===== config.mk =====
export PLATFORM = sky130hd
export DESIGN_NAME = div_stream_ctrl
export DESIGN_NICKNAME = d
export VERILOG_FILES = /design/src/rtl/div_pkg.sv /design/src/rtl/div_op_fifo.sv /design/src/rtl/div_stream_ctrl.sv
export SDC_FILE = /design/constraint.sdc
export NUM_CORES = 1
export LEC_CHECK = 0
export CELL_PAD_IN_SITES_DETAIL_PLACEMENT = 0
export CELL_PAD_IN_SITES_GLOBAL_PLACEMENT = 1
export CORE_UTILIZATION = 32
export DETAILED_ROUTE_END_ITERATION = 10
export DONT_BUFFER_PORTS = 1
export PLACE_DENSITY_LB_ADDON = 0.1
export SYNTH_ARGS = -nofsm -noshare
export SYNTH_HDL_FRONTEND = slang
export SYNTH_SLANG_ARGS = --single-unit

===== constraint.sdc =====
create_clock -name clk -period 5.25 [get_ports clk]
set_input_delay 0.7875 -clock clk [delete_from_list [all_inputs] [get_ports clk]]
set_output_delay 0.7875 -clock clk [all_outputs]
set_load 0.005 [all_outputs]

===== src/rtl/div_pkg.sv =====
// Shared types and constants for the divider issue/retire stage.
package div_pkg;

  localparam int DIV_WIDTH_DEF = 8;

  // Quotient reported for a divide-by-zero at the default width.
  localparam logic [DIV_WIDTH_DEF-1:0] DBZ_QUOT = '1;

  typedef struct packed {
    logic [DIV_WIDTH_DEF-1:0] dividend;
    logic [DIV_WIDTH_DEF-1:0] divisor;
  } div_op_t;

endpackage


===== src/rtl/div_op_fifo.sv =====
// Synchronous operand FIFO with wrap-around pointers and an occupancy count.
module div_op_fifo
  import div_pkg::*;
#(
  parameter type op_t  = div_op_t,
  parameter int  DEPTH = 4,
  parameter int  AW    = $clog2(DEPTH),
  parameter int  CW    = $clog2(DEPTH) + 1
) (
  input  logic          clk,
  input  logic          rst,
  input  logic          push,
  input  op_t           wdata,
  input  logic          pop,
  output op_t           rdata,
  output logic          full,
  output logic          empty,
  output logic [CW-1:0] occupancy
);

  op_t           mem [DEPTH];
  logic [AW-1:0] wr_ptr;
  logic [AW-1:0] rd_ptr;
  logic          push_ok;
  logic          pop_ok;

  // Requests are qualified here so a stray push/pop can never corrupt pointers.
  assign push_ok = push && !full;
  assign pop_ok  = pop && !empty;

  assign full  = (occupancy == CW'(DEPTH));
  assign empty = (occupancy == '0);
  assign rdata = mem[rd_ptr];

  always_ff @(posedge clk) begin
    if (push_ok) begin
      mem[wr_ptr] <= wdata;
    end
  end

  // DEPTH is a power of two, so pointer overflow is the modulo wrap.
  always_ff @(posedge clk) begin
    if (rst) begin
      wr_ptr    <= '0;
      rd_ptr    <= '0;
      occupancy <= '0;
    end else begin
      if (push_ok) begin
        wr_ptr <= wr_ptr + AW'(1);
      end
      if (pop_ok) begin
        rd_ptr <= rd_ptr + AW'(1);
      end
      case ({push_ok, pop_ok})
        2'b10:   occupancy <= occupancy + CW'(1);
        2'b01:   occupancy <= occupancy - CW'(1);
        default: occupancy <= occupancy;
      endcase
    end
  end

endmodule


===== src/rtl/div_stream_ctrl.sv =====
// Issue/retire stage around an external combinational divider: operand FIFO in,
// registered result slot out, plus a saturating divide-by-zero counter.
module div_stream_ctrl
  import div_pkg::*;
#(
  parameter int WIDTH = DIV_WIDTH_DEF,
  parameter int DEPTH = 4,
  parameter int CNT_W = 8
) (
  input  logic             clk,
  input  logic             rst,
  input  logic             in_valid,
  output logic             in_ready,
  input  logic [WIDTH-1:0] in_dividend,
  input  logic [WIDTH-1:0] in_divisor,
  output logic [WIDTH-1:0] div_in1,
  output logic [WIDTH-1:0] div_in2,
  input  logic [WIDTH-1:0] div_out,
  input  logic             div_dbz,
  output logic             res_valid,
  input  logic             res_ready,
  output logic [WIDTH-1:0] res_quot,
  output logic             res_dbz,
  output logic [CNT_W-1:0] dbz_count
);

  // Handshakes: a transfer happens on a rising edge where valid && ready are both
  // high; valid never depends on ready, and ready depends only on registered state.

  typedef struct packed {
    logic [WIDTH-1:0] dividend;
    logic [WIDTH-1:0] divisor;
  } op_t;

  localparam int                OCC_W      = $clog2(DEPTH) + 1;
  localparam logic [WIDTH-1:0]  DBZ_QUOT_W = {WIDTH{1'b1}};
  localparam logic [CNT_W-1:0]  CNT_MAX    = {CNT_W{1'b1}};

  op_t              push_op;
  op_t              head_op;
  logic             fifo_full;
  logic             fifo_empty;
  logic [OCC_W-1:0] occupancy;
  logic             push;
  logic             fire;

  assign push_op  = '{dividend: in_dividend, divisor: in_divisor};
  assign in_ready = !fifo_full;
  assign push     = in_valid && in_ready;

  // Retire whenever there is a head operand and the slot is free or being drained.
  assign fire = (occupancy != '0) && (!res_valid || res_ready);

  div_op_fifo #(
    .op_t  (op_t),
    .DEPTH (DEPTH)
  ) u_fifo (
    .clk       (clk),
    .rst       (rst),
    .push      (push),
    .wdata     (push_op),
    .pop       (fire),
    .rdata     (head_op),
    .full      (fifo_full),
    .empty     (fifo_empty),
    .occupancy (occupancy)
  );

  // The divider sees zeros rather than stale storage while nothing is queued.
  assign div_in1 = fifo_empty ? '0 : head_op.dividend;
  assign div_in2 = fifo_empty ? '0 : head_op.divisor;

  always_ff @(posedge clk) begin
    if (rst) begin
      res_valid <= 1'b0;
      res_quot  <= '0;
      res_dbz   <= 1'b0;
      dbz_count <= '0;
    end else if (fire) begin
      res_valid <= 1'b1;
      res_quot  <= div_dbz ? DBZ_QUOT_W : div_out;
      res_dbz   <= div_dbz;
      if (div_dbz && (dbz_count != CNT_MAX)) begin
        dbz_count <= dbz_count + CNT_W'(1);
      end
    end else if (res_valid && res_ready) begin
      res_valid <= 1'b0;
    end
  end

endmodule


After elaboration in Yosys (flattened, before gate mapping). Memories as Yosys holds them, arrays and structs flattened. A register that Yosys moved wholly into a read port is not among the register bits. Index checks and enable logic that the tools add are counted.

Bits in registers: 25. Memories: 1. Output and inout bits: 35. Input bits: 29. RAM bits: 64.

Memory list: u_fifo.mem (words 4, bits a word 16, read ports 1, clocked after memory_dff 1, write ports 1, RTL line div_op_fifo.sv:21) `op_t mem [DEPTH];`.

Multiplexer cells: 10. Equality and inequality tests: 4. Reduce and logical (&&, ||, !) cells: 15. $add $sub $neg: 5.

Operator list (number): $mux W8 (3); $add A8 B1 Y8 const B (1); $ne A8 B8 Y1 const B (1); $logic_and A1 B1 Y1 (6); $pmux W3 S2 (1); $add A2 B1 Y2 const B (2); $mux W1 (4); $mux W2 (2); $reduce_bool A2 Y1 (2); $add A3 B1 Y3 const B (1); $eq A3 B3 Y1 const B (1); $logic_not A1 Y1 (3); $logic_not A3 Y1 (1); $reduce_bool A3 Y1 (1); $sub A3 B1 Y3 const B (1); $eq A2 B1 Y1 const B (1); $eq A2 B2 Y1 const B (1); $reduce_and A2 Y1 (1); $logic_or A1 B1 Y1 (1).

Depth between registers and ports, before layout. Gate-level depths: netlist (run 1).

Depth after elaboration: 6. Depth in mapped cells: 11. Mapped depth without buffers: 9.

Modules after synthesis. Synthesis (run 1) repeated with hierarchy kept, for this count alone.

Cells, all modules: 246. Area, all modules: 3778.6 µm².

By module, submodules not included: div_op_fifo (times used 1, cells each 138, area each 2821.5 µm²); div_stream_ctrl (times used 1, cells each 108, area each 957.2 µm²).

Least setup slack after synthesis (run 1). No wires, ideal clock.

Kind: input to register. Start point: input res_ready. End point: register u_fifo.occupancy[2]. Data arrival time: 2488 ps. Stages: 10. Data required time: 5178 ps. Path slack: 2690 ps. Cell sequence: nand2b_1 > and2_4 > buf_6 > buf_12 > ha_1 > inv_1 > fa_1 > xor2_1 > or3_1 > a21oi_1.

Word-level cells in the longest chain between the ends: 5.

RTL lines: from (decl) (RTL line div_stream_ctrl.sv:21) `input logic res_ready,`; $logic_or A1 B1 Y1 * (RTL line div_stream_ctrl.sv:52) `assign fire = (occupancy != '0) && (!res_valid || res_ready);`; $logic_and A1 B1 Y1 * (RTL line div_stream_ctrl.sv:52); net fire (RTL line div_stream_ctrl.sv:45) `logic fire;`; $logic_and A1 B1 Y1 * (RTL line div_op_fifo.sv:29) `assign pop_ok = pop && !empty;`; $eq A2 B1 Y1 or $eq A2 B2 Y1 (tied branches) (RTL line div_op_fifo.sv:54) `case ({push_ok, pop_ok})`; $pmux W3 S2 or $reduce_bool A2 Y1 (tied branches); to (signal assigned) (RTL line div_op_fifo.sv:55) `2'b10: occupancy <= occupancy + CW'(1);`; to (signal assigned) (RTL line div_op_fifo.sv:56) `2'b01: occupancy <= occupancy - CW'(1);`; to (signal assigned) (RTL line div_op_fifo.sv:57) `default: occupancy <= occupancy;`; to (decl) (RTL line div_op_fifo.sv:18) `output logic [CW-1:0] occupancy`.

The timed path passes the listed nets; every way through them passes the cells marked *. A chain may end at the register's enable or synchronous reset.

Worst setup path after layout (run 1).
Start point: register u_fifo.occupancy[0]. End point: register u_fifo.occupancy[2].

Word-level cells in the longest chain between the ends: 6.

RTL lines: $eq A3 B3 Y1 (RTL line div_op_fifo.sv:31) `assign full = (occupancy == CW'(DEPTH));`; $logic_not A1 Y1 (RTL line div_op_fifo.sv:28, div_stream_ctrl.sv:48); $logic_and A1 B1 Y1 (RTL line div_stream_ctrl.sv:49) `assign push = in_valid && in_ready;`; $logic_and A1 B1 Y1 (RTL line div_op_fifo.sv:28) `assign push_ok = push && !full;`; $eq A2 B1 Y1 or $eq A2 B2 Y1 (tied branches) (RTL line div_op_fifo.sv:54); $pmux W3 S2 or $reduce_bool A2 Y1 (tied branches).

Parallel ways exist; a longest one is shown, timed or not.

==> results of run 1 <==
==> cells in the mapped netlist <==
| library cell | n | area, um2 |
|---|---|---|
| inv_1 | 7 | 26.28 |
| or4_1 | 5 | 37.54 |
| dfxtp_1 | 27 | 540.5 |
| clkbuf_1 | 6 | 22.52 |
| fa_1 | 1 | 20.02 |
| nand2b_1 | 2 | 12.51 |
| and4_4 | 2 | 22.52 |
| or3_1 | 3 | 18.77 |
| or3b_1 | 2 | 17.52 |
| buf_6 | 3 | 33.78 |
| nand3_2 | 1 | 10.01 |
| a211oi_2 | 8 | 100.1 |
| buf_12 | 1 | 20.02 |
| o41ai_1 | 1 | 8.760 |
| nand3_1 | 4 | 20.02 |
| nand2_1 | 5 | 18.77 |
| nor4_1 | 1 | 6.260 |
| nor2b_1 | 1 | 6.260 |
| edfxtp_1 | 64 | 1922 |
| xnor2_1 | 2 | 17.52 |
| and2_1 | 17 | 106.4 |
| buf_2 | 4 | 20.02 |
| xor2_1 | 3 | 26.28 |
| mux4_2 | 16 | 360.4 |
| nor2_1 | 24 | 90.09 |
| o21ai_0 | 3 | 15.01 |
| and2_4 | 1 | 8.760 |
| and3_1 | 4 | 25.02 |
| a21oi_1 | 12 | 60.06 |
| mux2_2 | 1 | 11.26 |
| nor3_1 | 1 | 5.000 |
| o31ai_1 | 4 | 30.03 |
| ha_1 | 6 | 75.07 |
==> final timing paths <==
check	to	startpoint	slack, ps
max reg2reg	u_fifo.occupancy[2]	u_fifo.occupancy[0]	2540
max	u_fifo.occupancy[2]	u_fifo.occupancy[0]	2540
min reg2reg	u_fifo.occupancy[2]	u_fifo.occupancy[2]	500
min	u_fifo.occupancy[2]	u_fifo.occupancy[2]	500
==> flip-flops by register name (all words and copies together), names as in the netlist, named ones only <==
signal and count:
dbz_count 8, res_dbz 1, res_quot 8, res_valid 1, u_fifo.mem 64, u_fifo.occupancy 3, u_fifo.rd_ptr 2, u_fifo.wr_ptr 2
==> final cells by class <==
class                   instances  area (um2)  area share
inverters                       7       26.28    0.006458
flip-flops and latches         91        2462      0.6052
well taps                     140       175.2     0.04305
multi-input cells             130        1130      0.2777
repair buffers                  1       7.507    0.001845
clock buffers                  11       232.7     0.05720
clock inverters                 5       35.03    0.008610
==> worst register-to-register path, cell delays in order, from the launching register on <==
cell and delay [ps]:
dfxtp_1 400, or3_1 570, and2_4 430, ha_1 230, inv_1 60, fa_1 370
xor2_1 160, or3_1 300, a21oi_1 130
==> kinds of logic (layout without fill, tap and decap cells) <==
group | count (synthesis) | in the layout | synth area share
and+or+nand+nor | 73 | 73 | 0.1091
buffers and inverters | 21 | 24 | 0.03301
muxes | 17 | 17 | 0.1000
xor gates and xnor gates | 5 | 5 | 0.01179
DFF | 91 | 91 | 0.6628
adders and majority gates | 7 | 7 | 0.02560
AOI/OAI and AO/OA | 28 | 28 | 0.05760
==> power groups by stage <==
stage	Sequential, W	Combinational [W]	Clock, W
floorplan	0.000941	0.000534	0
global placement	0.000975	0.000572	0
detailed placement	0.000976	0.000577	0
CTS	0.000961	0.000578	0.000606
global route	0.000972	0.000626	0.000633
finish	0.000958	0.000556	0.000588
==> layer usage <==
layer | track usage | part of all wire
met3 | 0.04386 | 0.057
met2 | 0.1914 | 0.48
met5 | 0 | 0
met1 | 0.1631 | 0.45
met4 | 0.05714 | 0.012
==> metrics by stage <==
stage | hold WS [ps] | cells | util | total power [W]
after floorplan | 465.9 | 242 | - | 0.001475
after global placement | 491.7 | 369 | 0.3431 | 0.001547
after detailed placement | 496.1 | 369 | 0.3431 | 0.001553
after CTS | 496.6 | 385 | 0.3673 | 0.002144
after global routing | 496.5 | 385 | 0.3673 | 0.002231
final | 503.3 | 385 | 0.3673 | 0.002102
==> metrics.txt, run 1 <==
RSZ-0062 raised after global routing no; ANT cells 0; fmax 0.3693 GHz; Post-CTS Hold Fix Bufs 0; drt drc 0; logic gate share of total power 0.265; I/O pins 64; grt total ovfl 0; cells along the critical path or3_1 -> and2_4 -> ha_1 -> inv_1 -> fa_1 -> xor2_1 -> or3_1 -> a21oi_1; critical path peak fanout 19; Post-Synthesis Cells 242; Overall Global Routing Usage 0.1264; via count 1889; WL/cell 18.46 um; via/cell ratio 4.906; most common cell after layout, fill and taps aside edfxtp_1; Synth Warn # 0; GP Congestion 0.6549; post_cts resized 0; most numerous cell on the critical path or3_1; area grow syn2layout 9.532%; Rows 38; clock buffer depth 2; type of the worst setup path reg -> reg; synth unique cells 33; delay-heaviest family, CP simple AND/OR/NAND/NOR gates; sequential share of power 0.456; Sw Ratio 0.3062; largest net degree at the start of global routing 28; Place WS 2499 ps; VDD IR-drop max 164.7 uV; Setup WS post-layout 2542 ps; period utilisation layout 0.5158; max cap viols 0; Slew Limit Fails 0; post-layout net count 276; share of cells above drive strength 1 0.1796; TritonRoute pass-1 iters 4; Hold Path Depth 2; R2R depth 8; setup bufs post-CTS 0; Slew HR 0.3543; Seq/Total Area, Yosys 0.6628; Final Skew 7.941 ps; vias in the first global route 1926; Hold Fails Final Rpt 0; Die Y 109.7 um; Worst EP arrival 2970 ps; core region area 11080 um2; Sw Pwr 0.0006435 W; commonest non-fill, non-tap cells in the layout 64 x edfxtp_1, 27 x dfxtp_1, 24 x nor2_1; Startpoint Class flip-flop; CTS tree yes; Internal Power 0.001458 W; flops & latches, synth 91; final-layout fill cell count 1034; PD cells 516.6 nW/um2; Worst-Skew Late Latency 330 ps; Clock Tree Root clkbuf_16; HP Class reg -> reg; clock share of power 0.280; post-DP HPWL 4.441 mm; worst-margin pin slew 968.5 ps; number of buffers created by CTS 9; die area 12040 um2; Post-Route WL 7.108 mm; clk sinks 91; Starting Density 0.3353; CTS clk-pin slew, worst paths 60 ps; leak pwr 1.310 nW; # setup viols final 0; Syn Std Cell Area 3715 um2; H-tree level count 3; Placement Cell Area 3801 um2; First DRT Iteration DRCs 108; Worst EP required 5510 ps; critical path depth 8; port bufs 0; Mapped Avg Cell Area 15.35 um2; Min Clock Period, post-route 2708 ps; post-route cell area 4069 um2; outcome completed; post-route ant nets 0; initial antenna violation count 0; worst path buffer plus inverter count 1; die span in x 109.7 um; first-pass GRT wire length 10.72 mm; crit end category flip-flop; TNS Setup 0 ps; Crit-path slowest cell or3_1; Synth Net Count 278; CP peak stage delay 570 ps
No activity file was read; power rests on OpenSTA's default activity.
==> run 2, diff against run 1 <==
clock period = 2.3 ns   (was 5.25 ns; I/O delays follow)
==> run 2 against run 1 <==
Effect of this change: sequential power rose by 120%; final cell count rose by 1.8%; fmax rose by 26%; sequential share of layout area fell by 1.8 points; first-iteration DRC count fell by 49%; sequential cell count did not move; largest cell class unchanged.
==> metrics.txt, run 2 (synthesis gave the netlist of run 1 again) <==
GP Congestion 0.7066 (+7.9%); largest net degree at the start of global routing 28 (unchanged); RSZ-0062 raised after global routing no; number of buffers created by CTS 9 (unchanged); Starting Density 0.3353 (unchanged); first-pass GRT wire length 10.88 mm (+1.5%); initial antenna violation count 0 (unchanged); die area 12040 um2 (unchanged); share of cells above drive strength 1 0.2183 (+0.03866); worst-margin pin slew 959.1 ps (-9.423 ps); setup bufs post-CTS 0 (unchanged); outcome completed; leak pwr 1.376 nW (+5.0%); type of the worst setup path reg -> reg; crit end category flip-flop; I/O pins 64 (unchanged); via count 1920 (+1.6%); final-layout fill cell count 1035 (+0.097%); port bufs 0 (unchanged); TritonRoute pass-1 iters 4 (unchanged); Worst-Skew Late Latency 340 ps (about the same); H-tree level count 3 (unchanged); Rows 38 (unchanged); most flop-heavy register u_fifo.mem; Hold Fails Final Rpt 0 (unchanged); ANT cells 0 (unchanged); overall power 0.005183 W (+150%); Reg area 2462 um2 (unchanged); WL/cell 18.08 um (-2.1%); clk sinks 91 (unchanged); Setup WS post-layout 157.3 ps (-2385 ps); HP Class in -> reg; max cap viols 0 (unchanged); PD cells 1237 nW/um2 (+140%); period utilisation layout 0.9316 (+0.4158); Worst EP arrival 2410 ps (-560 ps); TNS Setup 0 ps (unchanged); Worst EP required 2570 ps (-2940 ps); Place WS 66.34 ps (-2433 ps); Min Clock Period, post-route 2143 ps (-565.5 ps); VDD IR-drop max 554.8 uV (+240%); Final Skew 7.419 ps (-0.5221 ps); Overall Global Routing Usage 0.1263 (-0.0001632); reg2reg start u_fifo.occupancy[0]; drt drc 0 (unchanged); core region area 11080 um2 (unchanged); CTS tree yes; hold_sp rst; area grow syn2layout 12.83%; vias in the first global route 1905 (-1.1%); post-DP HPWL 4.396 mm (-1.0%); CP Launch Point u_fifo.occupancy[0]; via/cell ratio 4.898 (-0.17%); # setup viols final 0 (unchanged); CTS clk-pin slew, worst paths 60 ps (about the same); most common cell after layout, fill and taps aside edfxtp_1; flip-flop count of the largest register after layout 64 (unchanged); die span in x 109.7 um (unchanged); post-route ant nets 0 (unchanged); fmax 0.4667 GHz (+26%); Die Y 109.7 um (unchanged); Multi-input gate area 1145 um2 (+1.3%); Slew Limit Fails 0 (unchanged); Regs by FF count u_fifo.mem: 64 flops, dbz_count: 8 flops, res_quot: 8 flops; Clock Tree Root clkbuf_16; clock buffer depth 2 (unchanged); commonest non-fill, non-tap cells in the layout 64 x edfxtp_1, 27 x dfxtp_1, 24 x nor2_1; Startpoint Class flip-flop; grt total ovfl 0 (unchanged); post-layout net count 283 (+2.5%); First DRT Iteration DRCs 55 (-49%); Post-Route WL 7.088 mm (-0.28%); Slew HR 0.3606 (+0.006282); critical path peak fanout 3 (-16)
## run 2: changes by cell type in the layout (fill, tap and decap cells not counted), sizes merged
cell | previous run | this run
clkinvlp | 1 | 0
bufinv | 0 | 2
inv | 9 | 10
buf | 1 | 8
clkbuf | 11 | 9
## run 2: what timing repair did
| action | in CTS | in global routing |
|---|---|---|
| resized for setup | 0 | 4 |
| hold endpoints to repair | 0 | 0 |
| endpoints found under the setup margin | 0 | 1 |
| hold buffers | 0 | 0 |
## run 2: per-stage QoR
step	std cells	utilization	hold slack, ps	area, um2
2_1_floorplan	242	-	443.9	3715
4_1_cts	392	0.3770	44.89	4177
5_1_grt	392	0.3784	48.65	4192
3_3_place_gp	376	0.3479	412.8	3854
3_5_place_dp	376	0.3479	413.5	3854
6_report	392	0.3784	67.06	4192
## run 2: report_power, final
group / internal (W) / switching, W / total, W
combinational: 0.000668 / 0.000784 / 0.00145
clock: 0.000962 / 0.000638 / 0.00160
sequential: 0.00202 / 0.000112 / 0.00213
total: 0.00365 / 0.00153 / 0.00518
## run 2: final timing paths
kind / end / slack, ps / cells after the start
hold reg to reg: u_fifo.wr_ptr[1] / 500 / 2
setup / recovery: u_fifo.occupancy[2] / 160 / 9
setup reg to reg: u_fifo.occupancy[2] / 160 / 9
hold / removal: res_quot[2] / 70 / 1
## run 2: metal layers
metal / part of all wire / GRT usage / vias up
met3: 0.055 / 0.04564 / 9
met4: 0.014 / 0.04857 / 0
met5: 0 / 0 / -
met2: 0.47 / 0.1977 / 29
met1: 0.46 / 0.1593 / 964
li1: - / - / 918
## run 2: cell type report
class                   count  share of cell area
flip-flops and latches     91              0.5875
multi-input cells         130              0.2731
clock buffers               9             0.05373
well taps                 140             0.04179
clock inverters             7             0.02328
repair buffers              8             0.01433
inverters                   7            0.006269
## run 2: critical path, stage by stage (launching register included)
cell and delay [ps]:
dfxtp_1 300, or3b_1 390, and2_4 180, inv_2 70
ha_4 130, inv_1 40, fa_1 370, xor2_1 160
or3_1 300, a21oi_1 140
